==> src/rtl/normal_flit_receiver.sv <==
// normal_flit_receiver: address-filtering link receiver with a small FIFO toward the router core.
// Also tracks the last kept sender and saturating accept/drop statistics.
package types;
    typedef logic [7:0] node_id_t;
    typedef struct packed {
        node_id_t src_id;
        node_id_t dst_id;
    } header_t;
    typedef struct packed {
        header_t     header;
        logic [31:0] payload;
    } flit_t;
endpackage

module normal_flit_receiver #(
    parameter int             FIFO_DEPTH   = 4,
    parameter types::node_id_t BROADCAST_ID = '1,
    parameter int             CNT_W        = 16
) (
    input  logic            nocclk,
    input  logic            rst,
    input  types::node_id_t this_node_id,
    input  types::flit_t    flit_in,
    input  logic            flit_in_valid,
    output logic            flit_in_ready,
    output types::flit_t    flit_out,
    output logic            flit_out_valid,
    input  logic            flit_out_ready,
    input  logic            flush,
    output types::node_id_t last_src_id,
    output logic            last_src_valid,
    output logic [CNT_W-1:0] accept_count,
    output logic [CNT_W-1:0] drop_count
);
    localparam int AW = $clog2(FIFO_DEPTH);
    localparam int CW = AW + 1;
    localparam int SW = (CNT_W > CW ? CNT_W : CW) + 1;

    types::flit_t    mem_q [FIFO_DEPTH];
    logic [AW-1:0]   wr_ptr_q, wr_ptr_d, rd_ptr_q, rd_ptr_d;
    logic [CW-1:0]   count_q, count_d;
    logic [CNT_W-1:0] accept_q, accept_d, drop_q, drop_d;
    types::node_id_t last_src_q, last_src_d;
    logic            last_valid_q, last_valid_d;
    logic            full, in_hs, match, push, pop, filt;
    logic [CW-1:0]   drop_inc;
    logic [SW-1:0]   drop_sum;

    assign full           = count_q == CW'(FIFO_DEPTH);
    assign flit_in_ready  = !full && !flush;
    assign flit_out_valid = count_q != '0;
    assign flit_out       = mem_q[rd_ptr_q];
    assign last_src_id    = last_src_q;
    assign last_src_valid = last_valid_q;
    assign accept_count   = accept_q;
    assign drop_count     = drop_q;

    assign in_hs = flit_in_valid && flit_in_ready;
    assign match = flit_in.header.dst_id == this_node_id || flit_in.header.dst_id == BROADCAST_ID;
    assign push  = in_hs && match;
    assign filt  = in_hs && !match;
    assign pop   = flit_out_valid && flit_out_ready && !flush;

    // Flush drops everything buffered; it never coincides with an input handshake.
    assign drop_inc = flush ? count_q : CW'(filt);
    assign drop_sum = SW'(drop_q) + SW'(drop_inc);

    always_comb begin
        wr_ptr_d     = flush ? '0 : (push ? wr_ptr_q + AW'(1) : wr_ptr_q);
        rd_ptr_d     = flush ? '0 : (pop ? rd_ptr_q + AW'(1) : rd_ptr_q);
        count_d      = flush ? '0 : count_q + CW'(push) - CW'(pop);
        accept_d     = (push && accept_q != '1) ? accept_q + CNT_W'(1) : accept_q;
        drop_d       = (drop_sum > SW'({CNT_W{1'b1}})) ? '1 : drop_sum[CNT_W-1:0];
        last_src_d   = push ? flit_in.header.src_id : last_src_q;
        last_valid_d = push || last_valid_q;
    end

    always_ff @(posedge nocclk) begin
        if (rst) begin
            wr_ptr_q     <= '0;
            rd_ptr_q     <= '0;
            count_q      <= '0;
            accept_q     <= '0;
            drop_q       <= '0;
            last_src_q   <= '0;
            last_valid_q <= 1'b0;
        end else begin
            wr_ptr_q     <= wr_ptr_d;
            rd_ptr_q     <= rd_ptr_d;
            count_q      <= count_d;
            accept_q     <= accept_d;
            drop_q       <= drop_d;
            last_src_q   <= last_src_d;
            last_valid_q <= last_valid_d;
        end
    end

    always_ff @(posedge nocclk) begin
        if (push) mem_q[wr_ptr_q] <= flit_in;
    end
endmodule

==> config.mk <==
export PLATFORM = sky130hd
export DESIGN_NAME = normal_flit_receiver
export DESIGN_NICKNAME = d
export VERILOG_FILES = /design/src/rtl/normal_flit_receiver.sv
export SDC_FILE = /design/constraint.sdc
export NUM_CORES = 1
export LEC_CHECK = 0
export ABC_AREA = 0
export CAP_MARGIN = 20
export CORE_MARGIN = 2
export CORE_UTILIZATION = 53
export DETAILED_ROUTE_END_ITERATION = 10
export GPL_TIMING_DRIVEN = 0
export PLACE_DENSITY = 0.79
export REMOVE_ABC_BUFFERS = 1
export SLEW_MARGIN = 20
export SYNTH_ARGS = -nofsm -noshare
export SYNTH_HDL_FRONTEND = slang
export SYNTH_SLANG_ARGS = --single-unit
==> constraint.sdc <==
create_clock -name nocclk -period 3.83 [get_ports nocclk]
set_input_delay 0.766 -clock nocclk [delete_from_list [all_inputs] [get_ports nocclk]]
set_output_delay 0.766 -clock nocclk [all_outputs]
set_load 0.01 [all_outputs]
# After elaboration in Yosys (flattened, before gate mapping)
# Memories as Yosys holds them, arrays and structs flattened. A register that Yosys moved wholly into a read port is not among the register bits.
# Cells that the tools add are included.
totals:
  regBits: 48
  latchBits: 0
  ram_bits: 192
  rom_bits: 0
  inputBits: 61
  out_inout_bits: 91
  wordCells: 39
  memories: 1
mem_list:
  columns: ["name", "depth", "word_bits", "rd", "rd_ports_with_merged_regs", "wr", "line_no", "text"]
  rows:
  - ["mem_q", 4, 48, 1, 1, 1, "39", "types::flit_t mem_q [FIFO_DEPTH];"]
op_classes:
  add_sub_neg: 6
  mul: 0
  n_div: 0
  magnitude_cmp: 1
  eq_ne: 4
  shift: 0
  muxes: 6
  bitwise_logic: 0
  reduce_logical: 14
ops:
  columns: ["op", "count"]
  rows:
  - ["16-bit by 3-bit adder with 17-bit output", 1]
  - ["17-bit by 16-bit > comparator with 1-bit output (second input constant)", 1]
  - ["16-bit by 1-bit adder with 16-bit output (second input constant)", 1]
  - ["16-bit two-way mux", 1]
  - ["16-bit != test (second input constant)", 1]
  - ["8-bit equality test", 1]
  - ["8-bit equality test (second input constant)", 1]
  - ["1-bit logical AND", 7]
  - ["2-bit by 1-bit adder with 2-bit output (second input constant)", 2]
  - ["2-bit two-way mux", 2]
  - ["3-bit by 1-bit adder with 3-bit output", 1]
  - ["3-bit equality test (second input constant)", 1]
  - ["1-bit logical NOT", 3]
  - ["3-bit two-way mux", 1]
  - ["3-bit nonzero test", 1]
  - ["3-bit by 1-bit subtractor with 3-bit output", 1]
  - ["1-bit logical OR", 2]
  - ["1-bit two-way mux", 2]
  - ["2-bit OR reduction", 1]

# Depth between registers and ports, before layout
# Gate-level depths: netlist of the first run.
logic_depth:
  ltp_word: 9
  mapped_depth: 15

# Worst setup path before layout of the first run
# Ideal clock, no wire load.
synth_timing:
  path_type: "input to register"
  from: "in this_node_id[2]"
  to: "reg drop_q[10] (netlist: drop_count[10])"
  setup_ps: 133
  t_arrival_ps: 3271
  path_slack_ps: 426
  cell_stages: 12
  path_buffers: 2
  cell_sequence: "xnor2_1 -> nand4_1 -> o22ai_1 -> clkbuf_1 -> o21ai_0 -> ha_1 -> fa_1 -> a21oi_1 -> nor2_1 -> nand4_1 -> clkbuf_1 -> a21oi_1"
synth_between:
  elab_chain_len: 8
synth_lines:
  columns: ["item", "line_no", "text"]
  rows:
  - ["start: declaration", "22", "input types::node_id_t this_node_id,"]
  - ["8-bit equality test (*)", "59", "assign match = flit_in.header.dst_id == this_node_id || flit_in.header.dst_id == BROADCAST_ID;"]
  - ["1-bit logical OR (*)", "59", null]
  - ["1-bit logical NOT (*)", "61", "assign filt = in_hs && !match;"]
  - ["1-bit logical AND (*)", "61", null]
  - ["3-bit two-way mux (*)", "65", "assign drop_inc = flush ? count_q : CW'(filt);"]
  - ["16-bit by 3-bit adder with 17-bit output (*)", "66", "assign drop_sum = SW'(drop_q) + SW'(drop_inc);"]
  - ["17-bit by 16-bit > comparator with 1-bit output", "73", "drop_d = (drop_sum > SW'({CNT_W{1'b1}})) ? '1 : drop_sum[CNT_W-1:0];"]
  - ["16-bit two-way mux (*)", "73", null]
  - ["end signal: assignment", "92", "drop_q <= drop_d;"]
  - ["end: declaration", "42", "logic [CNT_W-1:0] accept_q, accept_d, drop_q, drop_d;"]
# Every way passes the cells marked *; elsewhere a longest branch is shown, timed or not.
# A chain may end at the register's enable or synchronous reset.

# Worst setup path in the final report of the first run
layout_timing:
  from: "in flit_in[33] (netlist name)"
  to: "reg count_q[2]"
layout_between:
  elab_chain_len: 5
  word_cells_on_any_way: 6
layout_lines:
  columns: ["item", "line_no", "text"]
  rows:
  - ["start: declaration", "23", "input types::flit_t flit_in,"]
  - ["8-bit equality test", "59", null]
  - ["1-bit logical OR (*)", "59", null]
  - ["1-bit logical AND (*)", "60", "assign push = in_hs && match;"]
  - ["3-bit by 1-bit adder with 3-bit output (*)", "71", "count_d = flush ? '0 : count_q + CW'(push) - CW'(pop);"]
  - ["3-bit by 1-bit subtractor with 3-bit output (*)", "71", null]
  - ["end signal: assignment", "90", "count_q <= count_d;"]
  - ["end: declaration", "41", "logic [CW-1:0] count_q, count_d;"]
# Marks and branches as above.

==> metrics, run 1 <==
Slowest cell on crit path=clkdlybuf4s50_1; DR WL met2=9490 um; syn_area_per_cell=roughly 17 um2; Layout area overhead=28.4%; slew of the pin with the lowest slew margin=between 1000 and 1500 ps; most frequent cells in the layout=192 x edfxtp_1, 150 x clkdlybuf4s50_1, 48 x mux4_2, 48 x dfxtp_1, 37 x a21oi_1; post-route ant nets=0; commonest non-fill, non-tap cell in the layout=edfxtp_1; die height=138 um; Die Width=between 100 and 150 um; Rows=48; Pins Over Slew Limit=0; most used cell, CP=inv_1; Buffers on Ports=roughly 150; f_max=approximately 0.29 GHz; number of I/O pins=roughly 150; RSZ-0062 raised after global routing=no; Total GRT Usage=0.202; Syn Inst Count=about 550; clk root buf=clkbuf_16; drt first pass iters=4; TritonCTS Buffers=25; Clock Skews=11.0 ps; Post-synth EDFFs=192; layout filler cell count=between 1000 and 1500; Metal-1 WL=around 7900 um; vias per cell=~5.8; global placer's final weighted congestion=0.831; routed length on met3=about 1400 um; Top FF cell, synth=edfxtp_1; post-synthesis register bit count=242; clock slew at reported path FFs=approximately 60 ps; clock tree from TritonCTS=built; antenna violations before repair=0; worst skew pair latency=around 500 ps; worst setup path category=in -> reg; slowest stage delay, CP=just over 600 ps; Final Total Pwr=~5.3 mW; CP cell instances=clkdlybuf4s50_1 -> xnor2_1 -> nand4_1 -> o22a_2 -> nor2_1 -> inv_1 -> ha_1 -> inv_1 -> ha_1 -> inv_1 -> fa_1 -> xor2_1 -> xnor2_1 -> nor2_1; CTS Buffer Depth=3; CP max FO=37; ys async rst share=0; sequential fraction of the synthesis area=0.715; worst hold start=last_src_id[3]; crit path launch=flit_in[33]; CP Capture Type=flop; Post-DP HPWL=approximately 12000 um; status=finished clean; Via Count=5512; top routing layer used=met4; Core Util, Final=0.700; Peak supply drop=0.000343 V; total grt overflow=0; Crit Reg-Reg Startpoint=count_q[1]; max-cap violation count=0; clock sinks=around 240; worst hold path type=reg -> reg; final WL=19200 um; crit path buf inv count=4; Starting DRT DRC Count=about 290; CP Launch Type=input pin; Final period util=0.895; arrival time worst endpoint=roughly 3800 ps; drt wl/cell=slightly above 20 um; Storage cell area=a little under 7000 um2; Top Family by Delay on Critical Path=adder cells; Starting Density=0.545; largest net degree at the start of global routing=49; Hold Fails Final Rpt=0; Final min period=3430 ps; pwr dens=437 nW/um2; area of the multi-input gates=2590 um2; hold buffers post-CTS=0; Rel. slew slack=0.288; htree depth=1; global-route wire length before repair=between 20000 and 30000 um; Unique masters post-synth=just under 50; vias in the first global route=~5800; Critical Path RT=between 4000 and 5000 ps; Yosys warnings=0; DRC errors left=0; die area=18900 um2; Post-Syn Area=roughly 9500 um2; Net count, final=roughly 780; fraction of layout cells with a size suffix above 1=0.158; endpoints failing setup=0; leakage power=3.82 nW; diode count=0; Core ar.=between 15000 and 20000 um2
-- metrics by stage --
stage          cell area (um2)  cells  TNS [ps]  setup slack [ps]  hold slack, ps
5_1_grt                  12200    953         0               220             508
6_report                 12200    953         0               401             493
4_1_cts                  12100    951         0               125             494
2_1_floorplan             9360    522         0               290             484
3_3_place_gp             11200    898   -374950             -1600             452
3_5_place_dp             11300    904    -11070              -738             463
-- synthesized netlist by cell type, types with 2 or more instances --
library cell,count,area share
edfxtp_1,192,0.61
dfxtp_1,50,0.11
mux4_2,48,0.11
a21oi_1,37,0.020
nor2_1,23,0.0091
nand3_1,20,0.011
o21ai_0,18,0.0095
xnor2_1,18,0.017
clkbuf_1,14,0.0056
nand4_1,12,0.0079
nand2_1,11,0.0044
ha_1,10,0.013
inv_1,10,0.0040
buf_2,9,0.0048
and3_1,7,0.0046
nor2b_1,6,0.0040
nor3_1,6,0.0032
o31ai_1,6,0.0048
or3_1,6,0.0040
or4_1,5,0.0040
xor2_1,5,0.0046
mux2_4,3,0.0048
and2_1,2,0.0013
buf_1,2,0.00079
fa_1,2,0.0042
nor3b_1,2,0.0016
-- where the power goes --
part | internal, mW | switching, mW
Combinational | 0.0737 | 0.0670
Sequential | 2.83 | 0.00160
Clock | 1.41 | 0.931
-- routing by layer --
layer,vias to the layer above,global-route usage
li1,2505,-
met1,2775,0.267
met2,202,0.346
met3,30,0.0416
met4,0,0.0533
met5,-,0
-- area by class of cell --
cell class,instances,area share
clock buffer,38,0.0580
clock inverter,8,0.00813
inverter,10,0.00309
multi-input combinational,270,0.213
sequential,242,0.557
tap,225,0.0232
timing repair buffer,160,0.137
-- worst reg2reg max path, stage by stage, from the launching register on --
cell,delay [ps]
dfxtp_1,370
nor3b_1,420
nor2_1,110
nand2_1,410
o21ai_0,160
ha_1,230
fa_1,400
a21oi_1,290
nor2_1,200
nand4_1,180
buf_4,190
a21oi_1,70
-- cells by family after synthesis --
kind of cell / synth area share
AO/OA/AOI/OAI: 0.0394
AND/OR/NAND/NOR: 0.0706
buffers and inverters: 0.0151
adder cells (fa/ha/maj): 0.0174
flip-flops: 0.715
XOR/XNOR: 0.0213
multiplexers: 0.121
-- registers in the layout (all words and copies together), names as in the netlist, named ones only --
name            cells
count_q             3
accept_count       16
mem_q             192
rd_ptr_q            2
last_src_id         8
drop_count         16
wr_ptr_q            2
last_src_valid      1
-- what timing repair did --
| action | 4_1_cts | 5_1_grt |
|---|---|---|
| resized for setup | 1 | 0 |
| endpoints found under the setup margin | 13 | 12 |
| pin swaps | 1 | 1 |
| setup buffers | 1 | 2 |
-- final timing paths --
| path | slack [ps] | end | cells past startpoint |
|---|---|---|---|
| hold / removal | 490 | last_src_id[3] | 2 |
| hold reg to reg | 490 | last_src_id[3] | 2 |
| setup / recovery | 400 | count_q[2] | 14 |
| setup reg to reg | 680 | drop_count[5] | 11 |
(Power assumes the default switching activity.)
==> run 2: changes to the inputs <==
--- a/config.mk
+++ b/config.mk
@@ -13,6 +13,7 @@
 export GPL_TIMING_DRIVEN = 0
 export PLACE_DENSITY = 0.79
 export REMOVE_ABC_BUFFERS = 1
+export SETUP_SLACK_MARGIN = 0.15
 export SLEW_MARGIN = 20
 export SYNTH_ARGS = -nofsm -noshare
 export SYNTH_HDL_FRONTEND = slang
==> results of run 2 <==
Final layout, timing and power as in run 1 (identical DEF).
